[src/rtl/fetch_pkg.sv]
// fetch_pkg: shared constants for the instruction fetch stage
package fetch_pkg;
  localparam int PC_WIDTH = 32;
  localparam int IM_ADDR_WIDTH = 8;
  localparam logic [31:0] NOP_INSTR = 32'h0000_0000;
  localparam logic [PC_WIDTH-1:0] DEFAULT_RESET_PC = 32'h0000_0000;
endpackage

[src/rtl/fetch_unit_next_pc_sel.sv]
// next_pc_sel: chooses the next fetch address (increment, branch or jump, jump first)
module next_pc_sel
  import fetch_pkg::*;
(
  input  logic [PC_WIDTH-1:0] pc,
  input  logic [PC_WIDTH-1:0] if_id_pc4,
  input  logic                if_id_valid,
  input  logic                branch_taken,
  input  logic [15:0]         branch_offset,
  input  logic                jump,
  input  logic [25:0]         jump_index,
  output logic [PC_WIDTH-1:0] pc_plus4,
  output logic [PC_WIDTH-1:0] next_pc,
  output logic                redirect
);
  logic take_jump, take_branch;
  logic [PC_WIDTH-1:0] br_target, j_target;
  // Redirects only count when the instruction in IF/ID is real.
  always_comb begin
    take_jump   = if_id_valid & jump;
    take_branch = if_id_valid & branch_taken;
    redirect    = take_jump | take_branch;
    pc_plus4    = pc + 32'd4;
    br_target   = if_id_pc4 + {{14{branch_offset[15]}}, branch_offset, 2'b00};
    j_target    = {if_id_pc4[31:28], jump_index, 2'b00};
    next_pc     = take_jump ? j_target : take_branch ? br_target : pc_plus4;
  end
endmodule

[src/rtl/fetch_unit.sv]
// fetch_unit: single-cycle instruction fetch with PC and IF/ID pipeline register
module fetch_unit
  import fetch_pkg::*;
#(
  parameter logic [PC_WIDTH-1:0] RESET_PC = DEFAULT_RESET_PC
) (
  input  logic                     clk,
  input  logic                     rst,
  input  logic [31:0]              im_data,
  input  logic                     stall,
  input  logic                     branch_taken,
  input  logic [15:0]              branch_offset,
  input  logic                     jump,
  input  logic [25:0]              jump_index,
  output logic [IM_ADDR_WIDTH-1:0] im_addr,
  output logic [PC_WIDTH-1:0]      pc,
  output logic [31:0]              if_id_instr,
  output logic [PC_WIDTH-1:0]      if_id_pc4,
  output logic                     if_id_valid
);
  logic [PC_WIDTH-1:0] pc_plus4, next_pc;
  logic redirect;
  assign im_addr = pc[IM_ADDR_WIDTH-1:0];
  next_pc_sel u_sel (
    .pc            (pc),
    .if_id_pc4     (if_id_pc4),
    .if_id_valid   (if_id_valid),
    .branch_taken  (branch_taken),
    .branch_offset (branch_offset),
    .jump          (jump),
    .jump_index    (jump_index),
    .pc_plus4      (pc_plus4),
    .next_pc       (next_pc),
    .redirect      (redirect)
  );
  // Redirect squashes the wrong-path word and beats stall; stall alone freezes everything.
  always_ff @(posedge clk or posedge rst) begin
    if (rst) begin
      pc          <= RESET_PC;
      if_id_instr <= NOP_INSTR;
      if_id_pc4   <= '0;
      if_id_valid <= 1'b0;
    end else if (redirect) begin
      pc          <= next_pc;
      if_id_instr <= NOP_INSTR;
      if_id_pc4   <= '0;
      if_id_valid <= 1'b0;
    end else if (!stall) begin
      pc          <= next_pc;
      if_id_instr <= im_data;
      if_id_pc4   <= pc_plus4;
      if_id_valid <= 1'b1;
    end
  end
endmodule

[config.mk]
export PLATFORM = sky130hd
export DESIGN_NAME = fetch_unit
export DESIGN_NICKNAME = d
export VERILOG_FILES = /design/src/rtl/fetch_pkg.sv /design/src/rtl/fetch_unit_next_pc_sel.sv /design/src/rtl/fetch_unit.sv
export SDC_FILE = /design/constraint.sdc
export NUM_CORES = 1
export LEC_CHECK = 0
export CAP_MARGIN = 25
export CORE_MARGIN = 5
export CORE_UTILIZATION = 49
export DETAILED_ROUTE_END_ITERATION = 16
export GPL_ROUTABILITY_DRIVEN = 0
export PLACE_DENSITY = 0.81
export SLEW_MARGIN = 40
export SYNTH_ARGS = -nofsm -noshare
export SYNTH_HDL_FRONTEND = slang
export SYNTH_SLANG_ARGS = --single-unit
[constraint.sdc]
create_clock -name clk -period 4.4 [get_ports clk]
set_input_delay 0.88 -clock clk [delete_from_list [all_inputs] [get_ports clk]]
set_output_delay 0.88 -clock clk [all_outputs]
set_load 0.02 [all_outputs]
==> results of run 1 <==
layer usage:
metal	global-route usage [%]	part of all wire (%)	vias to the layer above
met2	40.8	46	315
met3	8.03	11	35
li1	-	-	3044
met5	0	0	-
met4	7.89	2.1	0
met1	33.0	41	3059
area by class of cell:
| cell class | count | area [sq um] | share of cell area (%) |
|---|---|---|---|
| clock buffers | 9 | 225 | 2.54 |
| clock inverters | 7 | 63.8 | 0.721 |
| inverters | 22 | 85.1 | 0.961 |
| multi-input cells | 606 | 3920 | 44.2 |
| flip-flops and latches | 97 | 2430 | 27.4 |
| well taps | 176 | 220 | 2.49 |
| repair buffers | 193 | 1920 | 21.7 |
kinds of logic after synthesis:
group,count (synthesis),synth area share [%]
compound gates,205,19.9
xor+xnor,55,7.19
fa+ha+maj,31,5.90
buf+inv,73,5.38
flops,97,36.2
mux,46,6.89
simple gates,269,18.5
report_power, final:
group / total (mW) / internal [mW] / switching (mW) / leakage, nW
sequential: 1.57 / 1.17 / 0.393 / 1.22
clock: 0.784 / 0.396 / 0.388 / 0.136
combinational: 3.02 / 1.35 / 1.67 / 2.50
worst max path at each step:
stage,from,end,slack [ns],depth (start not counted)
after floorplan,rst,if_id_instr[0],0.99,1
after CTS,branch_offset[15],pc[31],0.74,10
final,branch_offset[15],pc[31],0.73,10
after global placement,branch_offset[15],pc[31],0.46,10
after detailed placement,branch_offset[15],pc[31],0.38,10
after global routing,branch_offset[15],pc[31],0.57,10
synthesized netlist by cell type, types with 5 or more instances:
master,n
nor2_1,127
dfrtp_1,97
a21oi_1,76
nand2_1,66
mux2i_1,45
xnor2_1,35
ha_1,30
clkbuf_1,28
o21ai_0,24
inv_1,21
xor2_1,20
a21o_1,16
nand3_1,15
nand4_1,11
o21bai_1,11
o22ai_1,11
and3_1,10
nor3_1,9
a31oi_1,8
buf_4,8
buf_2,7
o21ai_1,6
o31ai_1,6
a211oi_1,5
per-stage QoR:
| step | worst slack (ns) | total power, mW | hold slack [ns] |
|---|---|---|---|
| 2_1_floorplan | 0.986 | 3.43 | 0.617 |
| 3_3_place_gp | 0.462 | 4.52 | 0.501 |
| 5_1_grt | 0.565 | 5.72 | 0.543 |
| 4_1_cts | 0.744 | 5.37 | 0.527 |
| 3_5_place_dp | 0.384 | 4.56 | 0.512 |
| 6_report | 0.731 | 5.37 | 0.518 |
worst reg2reg max path: stages, from the launching register on:
cell and delay (ns):
dfrtp_1 0.42, ha_1 0.24, fa_1 0.43, a21o_1 0.23, a21oi_1 0.26, o21bai_1 0.24
a211o_1 0.39, a31oi_1 0.32, o311ai_1 0.16, o41ai_1 0.08, a221oi_1 0.13
sequential cells by signal, summed over array words and instances, names as in the netlist:
signal       flops
if_id_instr     32
if_id_pc4       32
pc              32
if_id_valid      1
==> flow_metrics.tcl, run 1 <==
set metrics [dict create \
    cts_resized 0 \
    vdd_drop_max_mv 0.349 \
    grt_pass1_wl_um 33100 \
    synth_area_sq_um 6700 \
    fmax_mhz 273 \
    area_growth_pct 32.2 \
    critical_path_buf_inv_count 1 \
    dp_hpwl_um 15300 \
    clk_latency_ns 0.36 \
    grt_max_degree 57 \
    synth_edf_count 0 \
    wire_per_inst_um 18.5 \
    r2r_slack_ns 1.36 \
    post_cts_buffers 0 \
    io_pins 184 \
    maxCapViolCount 0 \
    start_util_pct 50.2 \
    drive_above_1_share_pct 5.46 \
    final_cells 1110 \
    drtIter0Drc 478 \
    clock_path_buffers 2 \
    numCtsBuffers 9 \
    place_area_sq_um 8560 \
    hold_depth 2 \
    cts_tree "built" \
    start_kind "primary input" \
    row_count 42 \
    grt_use_total_pct 25.5 \
    synthFlopType "dfrtp_1" \
    holdBufCountCts 0 \
    final_cell_mix "clkdlybuf4s50_1, nor2_1, dfrtp_1, a21oi_1, nand2_1" \
    tightest_slew_ns 0.788 \
    antenna_found_initial 0 \
    clk_pin_slew_ns 0.08 \
    final_cell_area_sq_um 8850 \
    nets 1039 \
    outcome "completed" \
    yosys.area.top_type_share_pct 36.2 \
    syn_inst 776 \
    reg2reg_from "if_id_pc4[2]" \
    critPathCaptureType "flip-flop" \
    final_common_cell "clkdlybuf4s50_1" \
    hold_class "reg2reg" \
    placedCellCount 1094 \
    clock-sinks 97 \
    seq_area_frac_synth_pct 36.2 \
    max-slew-margin-rel_pct 47.3 \
    wirelength_um 20500 \
    via_per_inst 5.81 \
    synth_area_per_cell_sq_um 8.63 \
    criticalPathCategory "in2reg" \
    synth_area_leaders "dfrtp_1, nor2_1, mux2i_1, a21oi_1, ha_1" \
    num-fill-cells 1163 \
    crit_path_max_fanout 18 \
    htree_levels 3 \
    ys_types 74 \
    fin_skew_ns 0.0137 \
    layout_worst_path_cycle_share_pct 83.4 \
    firstDrtPassIters 5 \
    finalCriticalPeriod_ns 3.67 \
    cp_slowest_stage_delay_ns 0.82 \
    drc 0 \
    n_antenna_cell 0 \
    cts_root_buf "clkbuf_16" \
    setup_viol 0 \
    ff2ff_path_depth 10 \
    critPathTopFamily "buffers and inverters" \
    grt_pass1_vias 6429 \
    portBuffers 183 \
    min_to "if_id_instr[8]" \
    synth_seq_cells 97 \
    r2r-end "pc[22]" \
    ant_nets 0 \
    powerDensity_nw_per_um2 607 \
    yosys_warnings 0 \
    coreArea_sq_um 13300 \
    critPathArrivalTime_ns 3.94 \
    setup_tns_ns 0 \
    final_core_util_pct 66.3 \
    grt_setup_unrepaired "no" \
    worstPathRequired_ns 4.67 \
    dieWidth_um 127 \
    finalHoldViolCount 0 \
    synth_nets 886 \
    vias 6453 \
    die_area_sq_um 16100 \
    slew_viol_final 0 \
    crit_chain "clkdlybuf4s50_1, ha_1, a21oi_1, or2_2, nand2_1, nor2_1, a21o_2, o31ai_4, mux2_1, o2111ai_1" \
    async_reset_ff_share_pct 100 \
    slowest_stage "clkdlybuf4s50_1" \
    synth_largest_area_cell "dfrtp_1" \
    die_y_um 127 \
    grt-ovfl-total 0 \
    p_leak_nw 3.86 \
    hold_path_startpoint "if_id_instr[8]" \
]
Note: power is estimated with default switching activity, not from simulation.
==> run 2: changes to the inputs <==
--- a/config.mk
+++ b/config.mk
@@ -7,10 +7,10 @@
 export LEC_CHECK = 0
 export CAP_MARGIN = 25
 export CORE_MARGIN = 5
-export CORE_UTILIZATION = 49
+export CORE_UTILIZATION = 45
 export DETAILED_ROUTE_END_ITERATION = 16
 export GPL_ROUTABILITY_DRIVEN = 0
-export PLACE_DENSITY = 0.81
+export PLACE_DENSITY = 0.79
 export SLEW_MARGIN = 40
 export SYNTH_ARGS = -nofsm -noshare
 export SYNTH_HDL_FRONTEND = slang
==> constraint.sdc (replaced) <==
create_clock -name clk -period 3.2 [get_ports clk]
set_input_delay 0.64 -clock clk [delete_from_list [all_inputs] [get_ports clk]]
set_output_delay 0.64 -clock clk [all_outputs]
set_load 0.02 [all_outputs]
==> run 2 against run 1 <==
Sequential power up 38%. Non-clock buffer count rose by 60. Largest cell class unchanged. Highest routed layer unchanged. Clock power up 45%. Largest power group unchanged.
==> flow_metrics.tcl, run 2 (synthesis results as in run 1) <==
set metrics [dict create \
    io_pins 184 \
    drc 0 \
    start_kind "primary input" \
    max-slew-margin-rel_pct 56.5 \
    crit_path_max_fanout 3 \
    holdBufCountCts 0 \
    fin_hold_ws_ns 0.521 \
    routed.top_layer "met4" \
    vdd_drop_max_mv 0.414 \
    grt_max_degree 98 \
    wl_met1_um 8610 \
    wirelength_um 21200 \
    hold_class "reg2reg" \
    die_y_um 132 \
    post_cts_buffers 0 \
    fmax_mhz 335 \
    via_per_inst 5.67 \
    critPathTopFamily "compound AO/OA/AOI/OAI gates" \
    nets 1099 \
    cpMostUsedCell "a21o_1" \
    power.share.combinational_pct 57.9 \
    finalCriticalPeriod_ns 2.98 \
    dp_hpwl_um 16100 \
    wl_met2_um 10100 \
    crit_chain "clkdlybuf4s50_1, ha_1, fa_1, a21o_1, a21oi_2, o21bai_1, a211o_1, a21o_1, a21oi_1, mux2i_1, a211oi_1" \
    htree_levels 3 \
    cp_slowest_stage_delay_ns 0.41 \
    p_clk_share_pct 14.6 \
    maxCapViolCount 0 \
    area_growth_pct 40.1 \
    coreArea_sq_um 14600 \
    outcome "completed" \
    dieWidth_um 132 \
    criticalPathCategory "in2reg" \
    power.internal_mw 4.37 \
    largest_registers "if_id_instr x32, if_id_pc4 x32, pc x32" \
    layout_worst_path_cycle_share_pct 93.2 \
    final_cell_mix "clkdlybuf4s50_1, nor2_1, dfrtp_1, a21oi_1, buf_4" \
    grt-ovfl-total 0 \
    p_leak_nw 4.17 \
    antenna_found_initial 0 \
    pwr-share-seq_pct 27.6 \
    wire_per_inst_um 18.0 \
    p_switching_mw 3.46 \
    portBuffers 183 \
    multi_input_area_sq_um 3930 \
    cts_resized 0 \
    critPathCaptureType "flip-flop" \
    ant_nets 0 \
    drive_above_1_share_pct 11.2 \
    drtIter0Drc 526 \
    dr_wl_met3_um 2070 \
    tightest_slew_ns 0.653 \
    critPathArrivalTime_ns 3.22 \
    final_cells 1178 \
    cts_root_buf "clkbuf_16" \
    clk_latency_ns 0.36 \
    num-fill-cells 1207 \
    setup_viol 0 \
    placedCellCount 1162 \
    powerDensity_nw_per_um2 834 \
    start_util_pct 45.9 \
    grt_pass1_wl_um 34600 \
    slew_viol_final 0 \
    clk_pin_slew_ns 0.07 \
    final_common_cell "clkdlybuf4s50_1" \
    worstPathRequired_ns 3.43 \
    grt_use_total_pct 23.9 \
    numCtsBuffers 9 \
    clock-sinks 97 \
    die_area_sq_um 17400 \
    p_sw_share_pct 44.2 \
    finalHoldViolCount 0 \
    vias 6681 \
    grt_setup_unrepaired "no" \
    critical_path_buf_inv_count 1 \
    ff_latch_area_sq_um 2430 \
    fin_skew_ns 0.00844 \
    row_count 44 \
    slowest_stage "clkdlybuf4s50_1" \
    cts_tree "built" \
    n_antenna_cell 0 \
    grt_pass1_vias 6747 \
    firstDrtPassIters 8 \
    clock_path_buffers 2 \
]
run 2: path summary, 6_finish.rpt:
| kind | slack, ns | endpoint | depth (start not counted) | startpoint |
|---|---|---|---|---|
| worst min-delay path | 0.52 | if_id_instr[15] | 2 | if_id_instr[15] |
| max in group asynchronous | 2.02 | pc[20] | 3 | rst |
| worst max register to register | 0.49 | pc[30] | 10 | if_id_pc4[2] |
| worst max-delay path | 0.22 | pc[30] | 11 | branch_offset[0] |
| min in group asynchronous | 0.73 | if_id_pc4[5] | 3 | rst |
| worst min register to register | 0.52 | if_id_instr[15] | 2 | if_id_instr[15] |
run 2: cell type report:
type                            count  area share (%)
Multi-Input combinational cell    606            41.9
Clock buffer                       10            2.44
Clock inverter                      6           0.787
Tap cell                          184            2.45
Inverter                           22           0.907
Timing Repair Buffer              253            25.6
Sequential cell                    97            25.9
run 2: power by group through the flow:
stage	registers (mW)	clock network, mW	logic [mW]
6_report	2.16	1.14	4.53
5_1_grt	2.22	1.21	4.89
3_3_place_gp	2.15	0	4.42
4_1_cts	2.15	1.17	4.50
2_1_floorplan	2.49	0	2.23
3_5_place_dp	2.16	0	4.47
run 2: metal layers:
metal	global-route usage, %	up-vias
li1	-	3168
met1	29.6	3174
met2	39.4	299
met3	8.17	40
met4	7.49	0
met5	0	-
run 2: metrics by stage:
stage               total power [mW]  setup TNS (ns)  instance area (sq um)  utilization [%]  setup WS [ns]
CTS                             7.82               0                   9360             64.2          0.108
finish                          7.82               0                   9380             64.3          0.216
global route                    8.33               0                   9380             64.3         0.0287
floorplan                       4.72               0                   6700                -         0.0263
detailed placement              6.64           -1.68                   9060             62.1         -0.266
global placement                6.57          -0.824                   9060             62.1         -0.170
run 2: tightest hold or removal path, delay by kind of cell (launching register included):
kind	cells	cell delay, ns
flops	1	0.34
simple gates	1	0.08
mux	1	0.07
==> run 3: changes to the inputs <==
--- a/config.mk
+++ b/config.mk
@@ -15,3 +15,4 @@
 export SYNTH_ARGS = -nofsm -noshare
 export SYNTH_HDL_FRONTEND = slang
 export SYNTH_SLANG_ARGS = --single-unit
+export TNS_END_PERCENT = 30
==> results of run 3 <==
No change in the layout: final DEF, timing and power equal those of run 2.
